==> src/rtl/parallelizer_scheduler.sv <==
// Round-robin scheduler that hands the shared serial-to-parallel converter to one of three
// requesters, shifts its packet in, waits for completion and presents it to the consumer.
module parallelizer_scheduler #(
   parameter int TIMEOUT = 8
) (
   input  logic       clk,
   input  logic       rst,
   input  logic [2:0] req,
   input  logic [2:0] src_bit,
   output logic [2:0] grant,
   output logic [1:0] par_sel,
   output logic       par_shift_en,
   output logic       par_serial,
   input  logic       par_valid,
   output logic       out_valid,
   output logic [1:0] out_src,
   input  logic       out_ready,
   output logic       err_timeout,
   output logic       busy
);

   typedef enum logic [1:0] {IDLE, SHIFT, WAIT, HANDOFF} state_t;

   localparam int             WW         = (TIMEOUT > 1) ? $clog2(TIMEOUT) : 1;
   localparam logic [WW-1:0]  WAIT_LAST  = WW'(TIMEOUT - 1);
   localparam logic [8:0]     LAST_TRIV  = 9'd159;
   localparam logic [8:0]     LAST_OTHER = 9'd383;

   state_t        state_q, state_d;
   logic [2:0]    grant_q, grant_d;
   logic [1:0]    par_sel_q, par_sel_d;
   logic [8:0]    bit_cnt_q, bit_cnt_d;
   logic [WW-1:0] wait_cnt_q, wait_cnt_d;
   logic [1:0]    last_q, last_d;
   logic          err_q, err_d;

   logic          pick_valid;
   logic [1:0]    pick_idx;
   logic [1:0]    cand;
   logic [8:0]    last_cnt;

   always_ff @(posedge clk) begin
      if (rst) begin
         state_q    <= IDLE;
         grant_q    <= 3'b000;
         par_sel_q  <= 2'b00;
         bit_cnt_q  <= '0;
         wait_cnt_q <= '0;
         last_q     <= 2'd2;
         err_q      <= 1'b0;
      end else begin
         state_q    <= state_d;
         grant_q    <= grant_d;
         par_sel_q  <= par_sel_d;
         bit_cnt_q  <= bit_cnt_d;
         wait_cnt_q <= wait_cnt_d;
         last_q     <= last_d;
         err_q      <= err_d;
      end
   end

   // Search from the requester after the last one served; lowest offset wins.
   always_comb begin
      pick_valid = 1'b0;
      pick_idx   = 2'd0;
      cand       = 2'd0;
      for (int k = 3; k >= 1; k--) begin
         cand = 2'((int'(last_q) + k) % 3);
         if (req[cand]) begin
            pick_valid = 1'b1;
            pick_idx   = cand;
         end
      end
   end

   always_comb begin
      state_d    = state_q;
      grant_d    = grant_q;
      par_sel_d  = par_sel_q;
      bit_cnt_d  = bit_cnt_q;
      wait_cnt_d = wait_cnt_q;
      last_d     = last_q;
      err_d      = 1'b0;
      last_cnt   = (par_sel_q == 2'd1) ? LAST_TRIV : LAST_OTHER;
      unique case (state_q)
         IDLE: begin
            bit_cnt_d  = '0;
            wait_cnt_d = '0;
            grant_d    = 3'b000;
            par_sel_d  = 2'd0;
            if (pick_valid) begin
               state_d   = SHIFT;
               grant_d   = 3'b001 << pick_idx;
               par_sel_d = pick_idx;
            end
         end
         SHIFT: begin
            if (par_valid) begin
               state_d   = IDLE;
               err_d     = 1'b1;
               grant_d   = 3'b000;
               par_sel_d = 2'd0;
               last_d    = par_sel_q;
               bit_cnt_d = '0;
            end else if (bit_cnt_q == last_cnt) begin
               state_d    = WAIT;
               bit_cnt_d  = '0;
               wait_cnt_d = '0;
            end else begin
               bit_cnt_d = bit_cnt_q + 9'd1;
            end
         end
         WAIT: begin
            if (par_valid) begin
               state_d = HANDOFF;
            end else if (wait_cnt_q == WAIT_LAST) begin
               state_d    = IDLE;
               err_d      = 1'b1;
               grant_d    = 3'b000;
               par_sel_d  = 2'd0;
               last_d     = par_sel_q;
               wait_cnt_d = '0;
            end else begin
               wait_cnt_d = wait_cnt_q + 1'b1;
            end
         end
         HANDOFF: begin
            if (out_ready) begin
               state_d   = IDLE;
               grant_d   = 3'b000;
               par_sel_d = 2'd0;
               last_d    = par_sel_q;
            end
         end
         default: state_d = IDLE;
      endcase
   end

   always_comb begin
      grant        = grant_q;
      par_sel      = par_sel_q;
      err_timeout  = err_q;
      busy         = (state_q != IDLE);
      par_shift_en = (state_q == SHIFT);
      out_valid    = (state_q == HANDOFF);
      out_src      = (state_q == HANDOFF) ? par_sel_q : 2'd0;
      par_serial   = 1'b0;
      if (state_q == SHIFT) begin
         case (par_sel_q)
            2'd0:    par_serial = src_bit[0];
            2'd1:    par_serial = src_bit[1];
            2'd2:    par_serial = src_bit[2];
            default: par_serial = 1'b0;
         endcase
      end
   end

endmodule
==> config.mk <==
export PLATFORM = sky130hd
export DESIGN_NAME = parallelizer_scheduler
export DESIGN_NICKNAME = d
export VERILOG_FILES = /design/src/rtl/parallelizer_scheduler.sv
export SDC_FILE = /design/constraint.sdc
export NUM_CORES = 1
export LEC_CHECK = 0
export BUFFER_PORTS_ARGS = -buffer_cell sky130_fd_sc_hd__buf_4
export CORE_MARGIN = 4
export CORE_UTILIZATION = 45
export DETAILED_ROUTE_END_ITERATION = 10
export GPL_TIMING_DRIVEN = 1
export PLACE_DENSITY = 0.77
export SYNTH_ARGS = -nofsm -noshare
export SYNTH_HDL_FRONTEND = slang
export SYNTH_SLANG_ARGS = --single-unit
==> constraint.sdc <==
create_clock -name clk -period 4.05 [get_ports clk]
set_input_delay 0 -clock clk [delete_from_list [all_inputs] [get_ports clk]]
set_output_delay 0 -clock clk [all_outputs]
set_load 0.01 [all_outputs]
==> After elaboration in Yosys (flattened, before gate mapping) <==
Cells that the tools add are included.
{ "classes": {"add_sub_neg": 5, "div": 3, "order_cmp": 3, "eq_ne": 16, "n_shift": 1, "muxes": 50, "reduce_logical": 10} }
{ "ops": {"columns": ["cell", "n"], "rows": [
  ["modulo 32 x 3 -> 32 bit (second input constant)", 3],
  ["2-to-1 mux 2 bit", 17],
  ["2-to-1 mux 3 bit", 9],
  ["2-to-1 mux 9 bit", 3],
  ["case mux 9 bit (2 select lines)", 1],
  ["case mux 2 bit (4 select lines)", 2],
  ["case mux 3 bit (4 select lines)", 1],
  ["AND reduction 4 bit", 3],
  ["2-to-1 mux 1 bit", 10],
  ["adder 9 x 1 -> 9 bit (second input constant)", 1],
  ["== test 9 bit", 1],
  ["< comparator 2 x 3 -> 1 bit (second input constant)", 3],
  ["case mux 3 bit (3 select lines)", 1],
  ["inequality test 2 bit (second input constant)", 4],
  ["adder 2 x 2 -> 3 bit (second input constant)", 2],
  ["binary-select mux 1 bit (select 2 bit)", 3],
  ["== test 2 bit (second input constant)", 3],
  ["inequality test 2 x 1 -> 1 bit (second input constant)", 3],
  ["case mux 2 bit (3 select lines)", 1],
  ["nonzero test 3 bit", 2],
  ["AND reduction 5 bit", 1],
  ["== test 2 x 1 -> 1 bit (second input constant)", 2],
  ["logical NOT 2 bit", 2],
  ["nonzero test 2 bit", 2],
  ["8 further kinds", 8]
]} }
{ "word_totals": {"register_bits": 22, "in_bits": 10, "out_inout_bits": 12, "wordCells": 95} }

==> Logic depth before layout (Yosys ltp) <==
{ "logic_depth": {"ltp_word": 10, "mapped_depth": 8, "ltp_nobuf": 7} }

==> Least setup slack after synthesis <==
OpenSTA, ideal clock, no wires.
{ "synth_path": {"path_type": "reg-to-reg", "from": "register last_q[0]", "to": "register par_sel_q[0] (netlist: par_sel[0])", "setup_ns": 0.070, "t_arrival_ns": 1.773, "required_time_ns": 3.980, "setup_slack_ns": 2.206, "path_stages_with_launch": 8, "path_buffers": 0, "synth_period_minus_slack_ns": 1.844, "cell_sequence": "dfxtp_1 -> inv_1 -> ha_1 -> nor2b_1 -> o211a_1 -> a2111oi_0 -> nand4_1 -> a21oi_1"} }
{ "synth_via": {"elab_chain_len": 9, "elab_cells_between_ends": 20, "classes_between": "add/sub (3); div (3); mux (14)"} }
{ "synth_rtl": {"columns": ["element", "line_no", "source"], "rows": [
  ["start, declared", "34", "logic [1:0] last_q, last_d;"],
  ["start signal, assigned", "57", "last_q <= last_d;"],
  ["adder 2 x 2 -> 3 bit", "68", "cand = 2'((int'(last_q) + k) % 3);"],
  ["modulo 32 x 3 -> 32 bit", "68", null],
  ["binary-select mux 1 bit (select 2 bit)", "69", "if (req[cand]) begin"],
  ["2-to-1 mux 1 bit (implied by the code)", "69", null],
  ["2-to-1 mux 2 bit or 2-to-1 mux 1 bit (tied branches) (3 in series)", "69", null],
  ["2-to-1 mux 2 bit (*)", "91", "if (pick_valid) begin"],
  ["case mux 2 bit (4 select lines) (*)", "85", "unique case (state_q)"],
  ["end signal, assigned", "54", "par_sel_q <= par_sel_d;"],
  ["end, declared", "31", "logic [1:0] par_sel_q, par_sel_d;"]
]} }
Every way passes the cells marked *; elsewhere a longest branch is shown, timed or not. The select of a mux whose other input is x is not followed.
A chain may end at the register's enable or synchronous reset.

==> Final worst setup path <==
{ "layout_path": {"from": "register last_q[0]", "to": "register grant_q[1] (netlist: grant[1])"} }
{ "layout_via": {"elab_chain_len": 10, "elab_cells_between_ends": 21, "classes_between": "add/sub (3); div (3); shift (1); mux (14)"} }
{ "layout_rtl": {"columns": ["element", "line_no", "source"], "rows": [
  ["adder 2 x 2 -> 3 bit", "68", null],
  ["modulo 32 x 3 -> 32 bit", "68", null],
  ["binary-select mux 1 bit (select 2 bit)", "69", null],
  ["2-to-1 mux 1 bit (implied by the code)", "69", null],
  ["2-to-1 mux 2 bit (3 in series)", "69", null],
  ["<< shifter 1 x 2 -> 3 bit", "93", "grant_d = 3'b001 << pick_idx;"],
  ["2-to-1 mux 3 bit (*)", "91", null],
  ["case mux 3 bit (4 select lines) (*)", "85", null],
  ["end signal, assigned", "53", "grant_q <= grant_d;"],
  ["end, declared", "30", "logic [2:0] grant_q, grant_d;"]
]} }
Marks and branches as above.

==> flow_summary.ini <==
[run_status]
outcome = finished clean

[synth]
netlist_area_um2 = 1456
synth-edff-count = 0
syn_inst = 184
syn_area_per_cell_um2 = 7.915
synthFlopType = dfxtp_1
synth-async-reset-ratio = 0
ys_ff_latch = 22
yosysUniqueCellTypes = 45
ys_seq_area_frac = 0.3024
synth_nets = 205
synth.yosys.warnings = 0

[timing]
finalSetupViolations = 0
holdWs_ns = 0.02471
grt_setup_unrepaired = no
finalCritPeriodShare = 0.5314
drv_slew = 0
slew_headroom = 0.4998
finalClockSkew_ns = 0.01348
hold_viol = 0
worstMarginPinSlew_ns = 0.7488
setup_tns_ns = 0
fmax_mhz = 464.6
layout_min_cycle_time_ns = 2.152

[floorplan]
start_util = 0.4732
core_area_um2 = 3078
floorplan.die_area_um2 = 4211
io_pins = 22
rows = 20
die-width_um = 64.89
die_h_um = 64.89

[clocking]
cts_hold_buf = 0
cts_tree = yes
worstSkewPairLatency_ns = 0.31
cts_num_sinks = 22
post_cts_buffers = 0
cts_buffers = 3
cts.clk_slew.worst_paths_ns = 0.13
clock_path_buffers = 2
cts_max_level = 1
ctsResizeCount = 0
cts-root-buf = clkbuf_4

[power]
p_total_uw = 905.0
p_leak_uw = 0.0006863
ir_worst_vdd_mv = 0.3344
power_density_nw_per_um2 = 538.2

[critical_path]
cp_max_fo = 9
crit_chain = inv_1 > ha_1 > nor2b_1 > o21ai_0 > a2111oi_0 > nand4_1 > a21oi_1
reg2reg_from = last_q[0]
critical_path.max_stage_delay_ns = 0.59
critical_path_class = reg2reg
worstSetupStartpoint = last_q[0]
worstPathRequired_ns = 4.29
startpoint_type = flip-flop
r2r_setup_slack_ns = 1.90
endpoint_kind = flip-flop
rr_worst_depth = 7
worstPathArrival_ns = 2.39
crit-reg2reg-capture = grant[1]
crit_slowest_cell = a2111oi_0

[route]
firstDrtPassIters = 4
drc = 0
initialDrtViolationCount = 61
via_per_inst = 5.733
routed_wl_um = 3294
vias = 1416
post_drt_wl_per_cell_um = 13.34
drtAntennaViolNets = 0

[final_layout]
fin_util = 0.5463
final_cell_mix = dfxtp_1, buf_4, nand2_1
final_common_cell = dfxtp_1
fill_cells = 299
n_antenna_cell = 0
fin_nets = 225
fin_cells = 247
area_delta_synth_final_pct = 15.46
drive_above_1_share = 0.1478

[global_route]
grt_pass1_wl_um = 5740
grt_max_degree = 26
antenna_found_initial = 0
overflow = 0
grtUsageTotal = 0.1718
grt_pass1_vias = 1268

[flow_run]
maxCapViolCount = 0

[hold_path]
hold_depth = 2
worst_hold_path_type = in2reg
min_to = bit_cnt_q[1]
min-delay-start = rst

[placed_design]
place_congestion = 0.8864
io_buffers = 21
dp_cells = 243
dp.final_hpwl_um = 2416
-- registers in the layout, indices dropped and copies added (netlist names) --
| name | flops |
|---|---|
| bit_cnt_q | 9 |
| wait_cnt_q | 3 |
| grant | 3 |
| last_q | 2 |
| state_q | 2 |
| err_timeout | 1 |
| par_sel | 2 |
-- cells by family after synthesis --
group / synth area share
AND/OR/NAND/NOR: 0.3110
adder cells (fa/ha/maj): 0.09450
AO/OA/AOI/OAI: 0.2285
multiplexers: 0.02148
buffers and inverters: 0.04210
flip-flops: 0.3024
-- power breakdown --
group	internal [uW]	switching [uW]	total, uW
logic	205	290	495
clock network	54.9	65.5	120
registers	255	34.8	289
total	514	391	905
-- Yosys cell counts, types with 3 or more instances --
master / n / share of area
nor2b_1: 10 / 0.043
nand3b_1: 4 / 0.021
inv_1: 10 / 0.026
a211o_1: 4 / 0.024
o21ai_0: 8 / 0.027
a21oi_1: 14 / 0.048
a221oi_1: 3 / 0.018
nor3_1: 4 / 0.014
nand2_1: 16 / 0.041
nand2b_1: 5 / 0.021
nand3_1: 11 / 0.038
nand4_1: 7 / 0.030
a31oi_1: 4 / 0.017
dfxtp_1: 22 / 0.30
clkbuf_1: 5 / 0.013
o211ai_1: 3 / 0.015
ha_1: 11 / 0.095
and2_1: 3 / 0.013
nor2_1: 12 / 0.031
-- worst max-delay path, delay by kind of cell, from the launching register on --
kind                     cells  cell delay (ns)
flip-flops                   1             0.40
adder cells (fa/ha/maj)      1             0.42
AND/OR/NAND/NOR              2             0.35
AO/OA/AOI/OAI                3             0.84
buffers and inverters        1             0.08
-- worst max path at each step --
| stage | end |
|---|---|
| detailed placement | grant[1] |
| CTS | grant[1] |
| global placement | par_sel[0] |
| floorplan | par_sel[0] |
| finish | grant[1] |
| global route | grant[1] |
-- cell type report --
class,instances,area [um2],area share
multi-input cells,146,954.7,0.5677
flip-flops and latches,22,440.4,0.2619
repair buffers,21,157.7,0.09375
inverters,10,37.54,0.02232
clock buffers,4,36.28,0.02158
well taps,44,55.05,0.03274
-- metrics by stage --
stage	area [um2]	setup slack, ns
after floorplan	1456	2.206
after global placement	1645	2.060
after detailed placement	1645	1.959
after CTS	1682	1.916
after global routing	1682	1.605
final	1682	1.898
-- per-layer routing --
metal,track usage,wire [um],vias to the layer above
li1,-,-,718
met1,0.2354,1635,648
met2,0.2542,1422,44
met3,0.05199,201,6
met4,0.05805,36,0
met5,0,0,-
No activity file was read; power rests on OpenSTA's default activity.
